==> src/rtl/pc_sequencer.sv <==
// pc_sequencer -- control FSM that sequences instruction fetch, execute and
// program-counter commit. It is the only writer of the program counter.
//
// Optional feature macro: PC_SEQUENCER_CALL_STACK_EN
//   Defined  : STACK_DEPTH-entry return stack driven by call/ret.
//   Undefined: no stack storage; call and ret are accepted but ignored.
//
// Ports:
//   clock, reset_n       rising-edge clock, synchronous active-low reset
//   run, halt_req        start/resume level, stop-after-instruction request
//   pc_current           current program counter value
//   fetch_req/addr/ack   instruction memory handshake
//   exec_start/done      core execute handshake (start is a 1-cycle pulse)
//   branch_*             redirect info, valid with exec_done
//   call, ret            return-stack controls, valid with exec_done
//   pc_*_enable, pc_value  strobes and operand for the program counter
//   halted, fault        status (fault is sticky until reset)
module pc_sequencer #(
  parameter int WORD_SIZE     = 16,
  parameter int RESET_VECTOR  = 0,
  parameter int INSTR_STRIDE  = 1,
  parameter int FETCH_TIMEOUT = 16,
  parameter int STACK_DEPTH   = 4
) (
  input  logic                 clock,
  input  logic                 reset_n,
  input  logic                 run,
  input  logic                 halt_req,
  input  logic [WORD_SIZE-1:0] pc_current,
  output logic                 fetch_req,
  output logic [WORD_SIZE-1:0] fetch_addr,
  input  logic                 fetch_ack,
  output logic                 exec_start,
  input  logic                 exec_done,
  input  logic                 branch_taken,
  input  logic                 branch_relative,
  input  logic [WORD_SIZE-1:0] branch_target,
  input  logic                 call,
  input  logic                 ret,
  output logic                 pc_reset_enable,
  output logic                 pc_update_enable,
  output logic                 pc_set_enable,
  output logic [WORD_SIZE-1:0] pc_value,
  output logic                 halted,
  output logic                 fault
);

  localparam logic [WORD_SIZE-1:0] RESET_PC = WORD_SIZE'(RESET_VECTOR);
  localparam logic [WORD_SIZE-1:0] STRIDE   = WORD_SIZE'(INSTR_STRIDE);
  localparam int                   TMO_W    = $clog2(FETCH_TIMEOUT + 1);
  localparam logic [TMO_W-1:0]     TMO_LAST = TMO_W'(FETCH_TIMEOUT - 1);

  typedef enum logic [2:0] {
    S_IDLE, S_START, S_FETCH, S_EXEC, S_UPDATE, S_HALTED
  } state_t;

  state_t                 state_reg;
  logic                   halt_pending_reg;
  logic                   fault_reg;
  logic [TMO_W-1:0]       tmo_reg;
  logic                   exec_first_reg;
  logic                   taken_reg;
  logic                   relative_reg;
  logic [WORD_SIZE-1:0]   target_reg;

  // Stack decisions, driven by the feature build or tied off below.
  logic                   do_ret;
  logic                   do_push;
  logic                   stack_err;
  logic [WORD_SIZE-1:0]   stack_top;

`ifdef PC_SEQUENCER_CALL_STACK_EN
  localparam int               SP_W    = $clog2(STACK_DEPTH + 1);
  localparam logic [SP_W-1:0]  SP_FULL = SP_W'(STACK_DEPTH);

  logic [SP_W-1:0]      sp_reg;
  logic                 call_reg;
  logic                 ret_reg;
  logic [WORD_SIZE-1:0] stack_mem [STACK_DEPTH];
  logic [SP_W-1:0]      top_idx;

  assign top_idx   = sp_reg - SP_W'(1);
  assign stack_top = (sp_reg == '0) ? '0 : stack_mem[top_idx];
  // ret takes priority; a call only pushes when its branch is actually taken.
  assign do_ret    = ret_reg;
  assign do_push   = call_reg && taken_reg && !ret_reg;
  assign stack_err = (do_ret && sp_reg == '0) || (do_push && sp_reg == SP_FULL);

  // Return address is the instruction after the call, taken before the
  // PC moves at the end of UPDATE.
  always_ff @(posedge clock) begin
    if (state_reg == S_UPDATE && do_push && !stack_err)
      stack_mem[sp_reg] <= pc_current + STRIDE;
  end
`else
  assign do_ret    = 1'b0;
  assign do_push   = 1'b0;
  assign stack_err = 1'b0;
  assign stack_top = '0;
  wire unused_stack_inputs = &{1'b0, call, ret, do_push, 32'(STACK_DEPTH)};
`endif

  always_ff @(posedge clock) begin
    if (!reset_n) begin
      state_reg        <= S_IDLE;
      halt_pending_reg <= 1'b0;
      fault_reg        <= 1'b0;
      tmo_reg          <= '0;
      exec_first_reg   <= 1'b0;
      taken_reg        <= 1'b0;
      relative_reg     <= 1'b0;
      target_reg       <= '0;
`ifdef PC_SEQUENCER_CALL_STACK_EN
      sp_reg           <= '0;
      call_reg         <= 1'b0;
      ret_reg          <= 1'b0;
`endif
    end else begin
      exec_first_reg <= 1'b0;
      // Latch here; any HALTED entry below overrides this with a clear.
      if (state_reg != S_IDLE && halt_req)
        halt_pending_reg <= 1'b1;

      case (state_reg)
        S_IDLE: begin
          if (run)
            state_reg <= S_START;
        end
        S_START: begin
          tmo_reg   <= '0;
          state_reg <= S_FETCH;
        end
        S_FETCH: begin
          if (fetch_ack) begin
            exec_first_reg <= 1'b1;
            state_reg      <= S_EXEC;
          end else if (tmo_reg == TMO_LAST) begin
            fault_reg        <= 1'b1;
            halt_pending_reg <= 1'b0;
            state_reg        <= S_HALTED;
          end else begin
            tmo_reg <= tmo_reg + TMO_W'(1);
          end
        end
        S_EXEC: begin
          if (exec_done) begin
            taken_reg    <= branch_taken;
            relative_reg <= branch_relative;
            target_reg   <= branch_target;
`ifdef PC_SEQUENCER_CALL_STACK_EN
            call_reg     <= call;
            ret_reg      <= ret;
`endif
            state_reg    <= S_UPDATE;
          end
        end
        S_UPDATE: begin
          if (stack_err) begin
            fault_reg        <= 1'b1;
            halt_pending_reg <= 1'b0;
            state_reg        <= S_HALTED;
          end else begin
`ifdef PC_SEQUENCER_CALL_STACK_EN
            if (do_ret)
              sp_reg <= sp_reg - SP_W'(1);
            else if (do_push)
              sp_reg <= sp_reg + SP_W'(1);
`endif
            // halt_req seen in this very cycle is honoured too.
            if (halt_pending_reg || halt_req || !run) begin
              halt_pending_reg <= 1'b0;
              state_reg        <= S_HALTED;
            end else begin
              tmo_reg   <= '0;
              state_reg <= S_FETCH;
            end
          end
        end
        S_HALTED: begin
          if (run && !halt_req && !fault_reg) begin
            tmo_reg   <= '0;
            state_reg <= S_FETCH;
          end
        end
        default: state_reg <= S_IDLE;
      endcase
    end
  end

  // Moore output decode from state and captured branch info.
  logic update_ok;
  logic abs_jump;

  assign update_ok  = (state_reg == S_UPDATE) && !stack_err;
  assign abs_jump   = taken_reg && !relative_reg;

  assign fetch_req  = (state_reg == S_FETCH);
  assign fetch_addr = (state_reg == S_FETCH) ? pc_current : '0;
  assign exec_start = (state_reg == S_EXEC) && exec_first_reg;
  assign halted     = (state_reg == S_HALTED);
  assign fault      = fault_reg;

  // START loads RESET_VECTOR through the set strobe, so the PC's own reset
  // input is never needed.
  assign pc_reset_enable  = 1'b0;
  assign pc_set_enable    = (state_reg == S_START) || (update_ok && (do_ret || abs_jump));
  assign pc_update_enable = update_ok && !do_ret && !abs_jump;

  always_comb begin
    pc_value = '0;
    if (state_reg == S_START)
      pc_value = RESET_PC;
    else if (update_ok) begin
      if (do_ret)
        pc_value = stack_top;
      else if (taken_reg)
        pc_value = target_reg;
      else
        pc_value = STRIDE;
    end
  end

endmodule

==> config.mk <==
export PLATFORM = sky130hd
export DESIGN_NAME = pc_sequencer
export DESIGN_NICKNAME = d
export VERILOG_FILES = /design/src/rtl/pc_sequencer.sv
export SDC_FILE = /design/constraint.sdc
export NUM_CORES = 1
export LEC_CHECK = 0
export BUFFER_PORTS_ARGS = -buffer_cell sky130_fd_sc_hd__buf_2
export CAP_MARGIN = 20
export CORE_ASPECT_RATIO = 1.2
export CORE_MARGIN = 4
export CORE_UTILIZATION = 30
export DETAILED_ROUTE_END_ITERATION = 8
export PLACE_DENSITY = 0.6
export RECOVER_POWER = 25
export SETUP_SLACK_MARGIN = 0.3
export SYNTH_ARGS = -nofsm -noshare
export SYNTH_HDL_FRONTEND = slang
export SYNTH_SLANG_ARGS = --single-unit
==> constraint.sdc <==
create_clock -name clock -period 1.6 [get_ports clock]
set_input_delay 0.32 -clock clock [delete_from_list [all_inputs] [get_ports clock]]
set_output_delay 0.32 -clock clock [all_outputs]
set_load 0.03 [all_outputs]
* Word level (Yosys, flattened, before mapping)
Cells that the tools add are included. W data, S select, Z words.
Storage, ports and cells: input bits 42, output and inout bits 39, word-level logic and storage cells 68, bits in registers 29
Cells by class: equality and inequality tests 13, reductions and logical operators 23, bitwise logic cells 1, muxes and demuxes 22, add/subtract/negate cells 1
Operators by type and width (count):
- $mux W16 | 4
- $mux W5 | 4
- $pmux W5 S4 | 1
- $mux W3 | 6
- $pmux W3 S6 | 1
- $ne A2 B2 Y1 const B | 5
- $logic_and A1 B1 Y1 | 7
- $eq A3 B2 Y1 const B | 2
- $eq A3 B3 Y1 const B | 2
- $add A5 B1 Y5 const B | 1
- $eq A5 B4 Y1 const B | 1
- $logic_not A1 Y1 | 5
- $mux W1 | 5
- $reduce_and A5 Y1 | 1
- $reduce_and A2 Y1 | 2
- $reduce_and A4 Y1 | 1
- $reduce_bool A4 Y1 | 1
- $eq A3 B1 Y1 const B | 1
- $logic_not A3 Y1 | 1
- $logic_or A1 B1 Y1 | 3
- $ne A3 B1 Y1 const B | 1
- $reduce_and A3 Y1 | 1
- $reduce_bool A3 Y1 | 1
- $ne A2 B1 Y1 const B | 1
- other kinds (2) | 2

* Longest topological paths before layout
word-level depth 6, gate-level depth with buffers 7, mapped depth without buffers 7

* Worst setup path before layout
OpenSTA, ideal clock, no wires.
kind reg-to-output, start point reg state_reg[2], end point out fetch_addr[10], arrival 1.487 ns, path buffers 2, stages on the path, launching flop included 5, slack -0.207 ns, required time 1.280 ns, cell sequence dfxtp_1 buf_2 nor3b_4 clkbuf_1 and2_1
Between the ends: longest elaborated chain between the ends 2
RTL lines:
- from (decl) | RTL line 57 | state_t state_reg;
- from (signal assigned) | RTL line 105 | state_reg <= S_IDLE;
- from (signal assigned) | RTL line 127 | state_reg <= S_START;
- from (signal assigned) | RTL line 131 | state_reg <= S_FETCH;
- $eq A3 B2 Y1
- via fetch_req | RTL line 30 | output logic fetch_req,
- $mux W16 | RTL line 198 | assign fetch_addr = (state_reg == S_FETCH) ? pc_current : '0;
- to (decl) | RTL line 31 | output logic [WORD_SIZE-1:0] fetch_addr,
The timed path passes the listed nets, and every way through them passes these cells.

* Worst setup path after layout
start point reg state_reg[1], end point out pc_value[2]
Between the ends: longest elaborated chain between the ends 3, elaborated cells on any way between the ends 4, classes of those cells eq/ne: 2; mux: 2
RTL lines:
- $eq A3 B3 Y1 | RTL line 194 | assign update_ok = (state_reg == S_UPDATE) && !stack_err;
- $mux W16 | RTL line 213 | else if (update_ok) begin
- $mux W16 * | RTL line 211 | if (state_reg == S_START)
- to (decl) | RTL line 43 | output logic [WORD_SIZE-1:0] pc_value,
Every way passes the cells marked *; elsewhere a longest branch is shown, timed or not.

==> metrics.md <==
| Metric | Value |
|---|---|
| Status | complete, but fails checks |
| Worst-Margin Slew | 544 ps |
| Reg area | 596 um^2 |
| Vias per cell | 4.94 |
| Compound-Gate Fraction of Synth Area | 19.0% |
| Period utilization | 118% |
| Crit start category | register |
| Cell with the most instances after synthesis | nand2_1 |
| Number of flops mapped to enable cells by yosys | 0 |
| Max Clock Freq | 0.531 GHz |
| PwrDens | 958 nW/um^2 |
| Max FFs per register | 16 |
| Wirelength, routed | 5650 um |
| Share of post-route cells with drive strength above 1 | 77.1% |
| Clock Latency Late Sink | 270 ps |
| Top cell type's share of synthesized area | 37.2% |
| Worst path slowest cell | or3b_4 |
| Sequential share of the synthesized area | 37.2% |
| Inst Count DP | 338 |
| Final Hold Viols | 0 |
| Initial antenna violation count | 0 |
| Post-synthesis cell count | 198 |
| Hold Path Class | in -> reg |
| Worst setup path class | reg -> out |
| Hpwl dp | 3220 um |
| Die area | 6420 um^2 |
| Worst r2r src | state_reg[0]$_SDFFE_PN0P_ |
| First-pass GRT wire length | 8670 um |
| Hold buffers post-CTS | 0 |
| Setup slack after layout | -282 ps |
| CTS tree | done |
| Top post-synthesis cells by count | nand2_1 (40), and2_1 (32), dfxtp_1 (29) |
| Avg Cell Area, Syn | 7.88 um^2 |
| Area contributors post-synth | dfxtp_1 (37%), and2_1 (13%), nand2_1 (9.6%) |
| Internal power | 2160 uW |
| # DRC | 0 |
| Slew Limit Fails | 0 |
| Post-synth net total | 242 |
| H-tree level count | 2 |
| Initial Utilization | 31.4% |
| Pre-Repair DR Iteration Count | 4 |
| Syn. warnings | 0 |
| Core Region | 4970 um^2 |
| WP data required | 1280 ps |
| Root buf cell | clkbuf_8 |
| Fin Hold WS | 291 ps |
| Clock slew at reported path FFs | 70 ps |
| Synth cell types | 42 |
| CP max stage delay | 410 ps |
| Clock Skew | 2.74 ps |
| Crit. Startpoint | state_reg[1]$_SDFFE_PN0P_ |
| Area Overhead vs Synth | 117% |
| Largest net degree at the start of global routing | 19 |
| Tmin final | 1880 ps |
| Gate power share | 52.0% |
| Ys async rst share | 0% |
| Ports | 81 |
| Area share of xor/xnor cells in the synthesized design | 0% |
| Area taken by multi-input logic gates | 1310 um^2 |
| Primary FF master, synth | dfxtp_1 |
| Clock share of power | 22.8% |
| Worst endpoint data arrival time | 1560 ps |
| Final setup viols | 41 |
| Leak | 0.00142 uW |
| Max Root-Sink Buffers | 2 |
| Avg WL per Cell | 14.8 um |
| Initial DRC Count | 53 |
| Die width | 73.8 um |
| Overall routing resource usage | 17.1% |
| Hold Startpoint | branch_target[10] |
| GRT overflow | 0 |
| Critical Path Fanout Max | 15 |
| Worst path buffer plus inverter count | 2 |
| Synth area leader | dfxtp_1 |
| Critical Path, Cell by Cell | or3b_4 > nor2_4 > buf_12 > and2_2 > buf_6 |
| # rows | 28 |
| RSZ-0062 raised after global routing | true |
| Net switching power | 1080 uW |
| Largest family of logic cells by synthesized area | simple AND/OR/NAND/NOR gates |
| Sw frac | 33.3% |
| Reg power frac | 25.2% |
| Maxcap violations | 0 |
| FILL cells | 365 |
| Routed Antenna Nets | 0 |
| Worst path top cell family by delay | simple AND/OR/NAND/NOR gates |
| Post-Synthesis Cell Area | 1560 um^2 |
| Via count | 1893 |
| Yosys reg bits | 29 |
| Multiplexer share of the synthesized area | 0.642% |
| Failing checks | negative setup slack |
| Vias in the first global route | 1845 |
| Synth Area in Adders | 1.60% |
| CP Capture Type | output pin |
| Peak supply drop | 0.677 mV |
| IO buf count | 77 |
| Fin util | 67.9% |
| Post-Layout Cell Count | 383 |
| Routability cong. | 0.771 |
| Clk sinks | 29 |
| Die height | 87 um |
| N_diodes | 0 |
| Total CTS buffers | 5 |
| Post-layout nets | 366 |
| Max_slew headroom | 63.7% |
| Post-synthesis simple-gate area fraction | 35.1% |
timing repair:
action                     4_1_cts  5_1_grt
pin swaps                       29       29
gates resized for setup        109       62
gates cloned                     4        0
setup buffers                   19       14
setup endpoints to repair       65       66
worst paths after layout:
| check | depth (start not counted) | endpoint | slack (ps) |
|---|---|---|---|
| setup / recovery | 5 | pc_value[2] | -280 |
| hold / removal | 3 | target_reg[10]$_SDFFE_PN0P_ | 290 |
| setup reg to reg | 12 | target_reg[2]$_SDFFE_PN0P_ | -10 |
| hold reg to reg | 2 | target_reg[4]$_SDFFE_PN0P_ | 460 |
layout make-up:
| type | count | share of cell area, % |
|---|---|---|
| Multi-Input combinational cell | 150 | 38.8 |
| Tap cell | 60 | 2.22 |
| Sequential cell | 29 | 17.6 |
| Clock inverter | 1 | 0.222 |
| Timing Repair Buffer | 129 | 37.1 |
| Inverter | 7 | 0.778 |
| Clock buffer | 7 | 3.19 |
placed cells by master, fill, tap and decap left out, types with 3 or more instances in the layout:
cell | Yosys | layout
o21ai_0 | 4 | 3
and3_4 | 0 | 3
buf_12 | 0 | 6
dfxtp_4 | 0 | 3
and2_4 | 1 | 28
a21oi_2 | 1 | 22
nand2_4 | 0 | 10
clkbuf_8 | 0 | 6
dfxtp_1 | 29 | 23
a21oi_4 | 0 | 3
buf_2 | 1 | 39
inv_1 | 7 | 7
dfxtp_2 | 0 | 3
nand2_1 | 40 | 19
buf_6 | 1 | 60
nand2_2 | 0 | 11
and2_2 | 0 | 5
buf_16 | 0 | 4
buf_4 | 4 | 18
power by group through the flow:
stage	combinational [uW]	sequential (uW)	clock [uW]
floorplan	689	827	0
global route	1780	818	801
finish	1680	814	737
CTS	1370	808	758
global placement	944	817	0
detailed placement	955	818	0
cells by family (layout without fill, tap and decap cells):
kind of cell,Yosys count,after routing
other cells,1,1
flops,29,29
simple gates,101,101
mux,1,1
buf+inv,19,144
fa+ha+maj,2,2
compound gates,45,45
tightest hold or removal path: stages:
cell     delay [ps]
buf_2           100
nand2_1          60
a21oi_2          50
metrics by stage:
stage / TNS (ps) / setup WS, ps / cell area (um^2) / total power, uW
floorplan: 0 / 49.6 / 1780 / 1520
global placement: -62.6 / -11.9 / 2300 / 1760
detailed placement: -33.8 / -23.7 / 2300 / 1770
CTS: -8570 / -263 / 3020 / 2930
global route: -10240 / -329 / 3380 / 3400
finish: -7830 / -282 / 3380 / 3230
per-layer routing:
| layer | up-vias | wire length (um) | part of all wire (%) | global-route usage (%) |
|---|---|---|---|---|
| met5 | - | 0 | 0 | 0 |
| met4 | 0 | 25 | 0.44 | 2.47 |
| met3 | 5 | 487 | 8.6 | 5.89 |
| met2 | 83 | 3150 | 56 | 32.5 |
| met1 | 885 | 1990 | 35 | 18.3 |
| li1 | 920 | - | - | - |
Note: power is estimated with default switching activity, not from simulation.
